**src/rtl/pc_sequencer.sv**
```systemverilog
// Purpose: fetch sequencer that drives the PC unit and instruction memory, offering 1- or 2-word instructions.
// Latency: a fetch takes one cycle per word plus memory wait cycles; the instruction is offered the cycle after its last ack.
// Backpressure: holds the instruction in S_ISSUE, with no memory request, until instr_ack; waits on mem_ack indefinitely.
module pc_sequencer (
    input  logic        clk,
    input  logic        rst,
    input  logic [15:0] pc_value,
    output logic        pc_en,
    output logic [1:0]  pc_op,
    output logic [15:0] pc_target,
    output logic        mem_req,
    output logic [15:0] mem_addr,
    input  logic        mem_ack,
    input  logic [15:0] mem_rdata,
    output logic [15:0] instr,
    output logic [15:0] imm,
    output logic        instr_valid,
    input  logic        instr_ack,
    input  logic        branch_taken,
    input  logic [15:0] branch_target
);

    typedef enum logic [1:0] {
        S_RESET     = 2'd0,
        S_FETCH     = 2'd1,
        S_FETCH_IMM = 2'd2,
        S_ISSUE     = 2'd3
    } state_t;

    localparam logic [1:0] OP_NOP   = 2'b00;
    localparam logic [1:0] OP_INC   = 2'b01;
    localparam logic [1:0] OP_SET   = 2'b10;
    localparam logic [1:0] OP_RESET = 2'b11;

    state_t state;
    state_t state_next;

    // Next-state and PC/memory control; rst masks the enables so nothing moves while held in reset.
    always_comb begin
        state_next = state;
        pc_en      = 1'b0;
        pc_op      = OP_NOP;
        pc_target  = 16'h0000;
        mem_req    = 1'b0;
        mem_addr   = pc_value;
        case (state)
            S_RESET: begin
                pc_en      = 1'b1;
                pc_op      = OP_RESET;
                state_next = S_FETCH;
            end
            S_FETCH: begin
                mem_req = 1'b1;
                if (mem_ack) begin
                    pc_en      = 1'b1;
                    pc_op      = OP_INC;
                    // Bit 15 of the opcode word flags a trailing immediate word.
                    state_next = mem_rdata[15] ? S_FETCH_IMM : S_ISSUE;
                end
            end
            S_FETCH_IMM: begin
                mem_req = 1'b1;
                if (mem_ack) begin
                    pc_en      = 1'b1;
                    pc_op      = OP_INC;
                    state_next = S_ISSUE;
                end
            end
            S_ISSUE: begin
                if (instr_ack) begin
                    state_next = S_FETCH;
                    if (branch_taken) begin
                        pc_en     = 1'b1;
                        pc_op     = OP_SET;
                        pc_target = branch_target;
                    end
                end
            end
            default: state_next = S_RESET;
        endcase
        if (rst) begin
            pc_en   = 1'b0;
            mem_req = 1'b0;
        end
    end

    // State register and instruction latches; reset discards any partly fetched instruction.
    always_ff @(posedge clk) begin
        if (rst) begin
            state       <= S_RESET;
            instr       <= 16'h0000;
            imm         <= 16'h0000;
            instr_valid <= 1'b0;
        end else begin
            state       <= state_next;
            instr_valid <= (state_next == S_ISSUE);
            if (state == S_FETCH && mem_ack) begin
                instr <= mem_rdata;
                imm   <= 16'h0000;
            end
            if (state == S_FETCH_IMM && mem_ack) begin
                imm <= mem_rdata;
            end
        end
    end

endmodule

```
**config.mk**
```make
export PLATFORM = sky130hd
export DESIGN_NAME = pc_sequencer
export DESIGN_NICKNAME = d
export VERILOG_FILES = /design/src/rtl/pc_sequencer.sv
export SDC_FILE = /design/constraint.sdc
export NUM_CORES = 1
export LEC_CHECK = 0
export CAP_MARGIN = 25
export CORE_UTILIZATION = 31
export CTS_CLUSTER_DIAMETER = 200
export DETAILED_ROUTE_END_ITERATION = 8
export GPL_TIMING_DRIVEN = 0
export PLACE_DENSITY_LB_ADDON = 0.05
export SYNTH_ARGS = -nofsm -noshare
export SYNTH_HDL_FRONTEND = slang
export SYNTH_SLANG_ARGS = --single-unit
```
**constraint.sdc**
```tcl
create_clock -name clk -period 1.6 [get_ports clk]
set_input_delay 0.32 -clock clk [delete_from_list [all_inputs] [get_ports clk]]
set_output_delay 0.32 -clock clk [all_outputs]
set_load 0.01 [all_outputs]
```
==> summary.txt, run 1 <==
Worst setup path
  – Critical path class: register to primary output
  – CP max stage cell: dfxtp_4
  – FF-to-FF Start: state[1]
  – WP data required: 1.28 ns
  – Largest stage delay on the critical path: 0.38 ns
  – CP Capture Type: primary output
  – Crit path cell chain: ha_4 -> and3_4 -> buf_8 -> and2_4 -> buf_6
  – Arr. time, crit path: 1.41 ns
  – RR Endpoint: imm[2]
  – Startpoint Class: register
  – Setup slack, reg-to-reg: 0.09 ns
  – Worst Reg-to-Reg Cells: 7
  – CP max FO: 5

Clock network
  – Clk_lat worst skew: 0.29 ns
  – TritonCTS clock tree: done
  – Clk slew on worst S/H paths: 0.07 ns
  – CTS Buf Count: 5
  – CTS max path bufs: 2
  – H-tree depth: 2
  – Hold_buf cts: 0
  – Sink Count: 35
  – Clock root cell: clkbuf_8

Worst hold path
  – HP Class: primary input to register
  – Worst hold endpoint: instr[15]
  – Cell depth of the worst hold path: 2
  – Worst hold path startpoint: rst

Run status
  – Violated checks: negative setup slack
  – Outcome: complete, but fails checks

Final layout
  – Final #Nets: 366
  – Ant diodes: 0
  – Area growth from synthesis to layout: 83.7%
  – Proportion of layout cells with a drive suffix above 1: 0.300
  – Fill count: 483
  – Final core area utilization: 0.592
  – Design area: 3020 sq um

STA
  – Worst-Margin Slew: 0.464 ns
  – Final hold violation count: 0
  – Clock Skew: 0.00254 ns
  – Fmax: 576 MHz
  – Min cycle time layout: 1.73 ns
  – Setup ws final: -0.135 ns
  – Period Utilization, post-route: 1.08
  – # setup viols final: 16
  – Slew Limit Fails: 0
  – RSZ-0062 raised after global routing: yes
  – Sum Neg Setup Slack: -1.70 ns
  – Relative slew slack: 0.691

Floorplanning
  – Starting density of the core: 0.322
  – Die height: 74.9 um
  – I/O Pins: 122
  – Die W: 74.9 um
  – Floorplan core area: 5110 sq um
  – Die area: 5600 sq um
  – # rows: 26

Global routing
  – Vias in the first global route: 1538
  – Initial antenna violation count: 0
  – First-pass GRT wire length: 6840 um
  – Largest net degree at the start of global routing: 11
  – GRT Util Overall: 0.164
  – Total gr overflow: 0

Synthesis
  – Top-area cell type share of the netlist area: 0.426
  – Cells after Synth: 191
  – Register area share after synthesis: 0.426
  – Post-Syn Nets: 251
  – FF+latch count, synth: 35
  – Syn Area/Cell: 8.61 sq um
  – Post-Syn Area: 1650 sq um
  – Largest area contributor in the netlist: dfxtp_1
  – Synth top area cells: dfxtp_1, buf_4, nand2_1
  – Ys Warns: 0
  – Unique masters post-synth: 28

Detailed routing
  – DR vias: 1707
  – DRT iter0 DRCs: 73
  – Average routed wire per standard cell: 12.3 um
  – First-pass DRT Iterations: 6
  – Drt drc: 0
  – WL final: 4630 um
  – Via/cell ratio: 4.53
  – Routed Antenna Nets: 0

Placement
  – Placement Setup Slack: -0.802 ns
  – IO Port Bufs: 103
  – Placer congestion estimate: 0.714
  – Dpl hpwl: 3380 um
  – Placed Area: 2760 sq um

Pwr
  – Pleak: 1.19 nW
  – Total power: 1.98 mW
  – Pwr dens: 654 nW/um^2
  – Max IR drop VDD: 258 uV

Flow run
  – Maxcap violations: 0
## cell families (layout without fill, tap and decap cells)
logic type,Yosys count,count (layout),synth area share
fa+ha+maj,7,7,0.0532
mux,1,1,0.00608
flops,35,35,0.426
simple gates,75,76,0.211
compound gates,39,39,0.162
buf+inv,34,149,0.141
## layout make-up
type                       count  area, sq um  area share
buffer                        28          224      0.0741
clock buffer                   7         76.3      0.0253
clock inverter                 1         5.00     0.00166
inverter                       5         18.8     0.00621
multi-input combinational    123          828       0.274
sequential                    35          708       0.234
tap                           70         87.6      0.0290
timing repair buffer         108         1070       0.355
## cells in the mapped netlist (all sizes together)
cell type / instances
a21boi: 1
nand2: 33
clkbuf: 4
or2: 1
and2: 17
mux2i: 1
nor3: 1
dfxtp: 35
nor2: 19
a21oi: 17
nor2b: 1
or3: 1
a211oi: 2
o21ai: 1
inv: 5
a22oi: 16
o22ai: 1
a311oi: 1
ha: 7
and3: 1
and4: 1
buf: 25
## power by group
group / leakage [nW] / switching [mW] / internal, mW / total [mW]
sequential: 0.285 / 0.0188 / 0.899 / 0.917
combinational: 0.860 / 0.183 / 0.271 / 0.454
clock: 0.0422 / 0.300 / 0.305 / 0.605
total: 1.19 / 0.502 / 1.47 / 1.98
## stage by stage
stage / hold WS [ns] / cells
5_1_grt: 0.364 / 377
6_report: 0.327 / 377
2_1_floorplan: 0.456 / 191
4_1_cts: 0.331 / 375
3_5_place_dp: 0.447 / 364
3_3_place_gp: 0.442 / 364
## sequential cells by signal, summed over array words and instances (netlist names)
signal	count
imm	16
instr	16
instr_valid	1
state	2
## repair_timing
item                       CTS  global route
setup endpoints to repair   30            38
pin swaps                   14             6
setup buffers                2             2
gates cloned                 2             0
gates resized for setup    112            29
## worst max-delay path: cells and delay by family, from the launching register on
family	cells	cell delay [ns]
DFF	1	0.38
adders and majority gates	1	0.16
and+or+nand+nor	2	0.37
buffers and inverters	2	0.21
## per-layer routing
metal | vias to the layer above | global-route usage | routed length [um]
met4 | 0 | 0.0566 | 69
met5 | - | 0 | 0
met3 | 7 | 0.0442 | 360
met2 | 96 | 0.284 | 2170
li1 | 845 | - | -
met1 | 759 | 0.196 | 2030
## cells in the final DEF, fill, tap and decap left out
master,n
a22oi_2,2
nor2b_2,1
o22ai_1,1
clkdlybuf4s50_1,81
buf_8,3
dfxtp_4,2
a311oi_1,1
o21ai_4,1
a22oi_1,14
and2_1,1
a211oi_2,2
and2_4,16
buf_4,21
ha_1,2
a21oi_1,17
nor3_1,1
dfxtp_1,33
a21boi_0,1
or2_4,1
or3_4,1
ha_4,3
mux2i_1,1
nand2_1,32
ha_2,2
nor2_1,19
clkbuf_8,5
and4_1,1
inv_2,2
and3_4,2
inv_1,3
nand2_2,1
buf_6,20
buf_2,6
clkbuf_1,5
dlygate4sd2_1,2
clkinv_2,1
## worst max-delay path by stage
stage,start,to,cells after the start
6_report,state[0],pc_target[7],5
5_1_grt,state[0],pc_target[4],5
4_1_cts,state[0],pc_en,5
3_5_place_dp,instr_ack,pc_target[7],6
3_3_place_gp,instr_ack,pc_target[8],6
2_1_floorplan,state[0],pc_target[10],5
Note: power is estimated with default switching activity, not from simulation.
==> run 2: changes to the inputs <==
--- a/config.mk
+++ b/config.mk
@@ -10,6 +10,7 @@
 export CTS_CLUSTER_DIAMETER = 200
 export DETAILED_ROUTE_END_ITERATION = 8
 export GPL_TIMING_DRIVEN = 0
+export HOLD_SLACK_MARGIN = 0.05
 export PLACE_DENSITY_LB_ADDON = 0.05
 export SYNTH_ARGS = -nofsm -noshare
 export SYNTH_HDL_FRONTEND = slang
==> results of run 2 <==
Same layout as run 1: the final DEF is identical, and so are final timing and power.
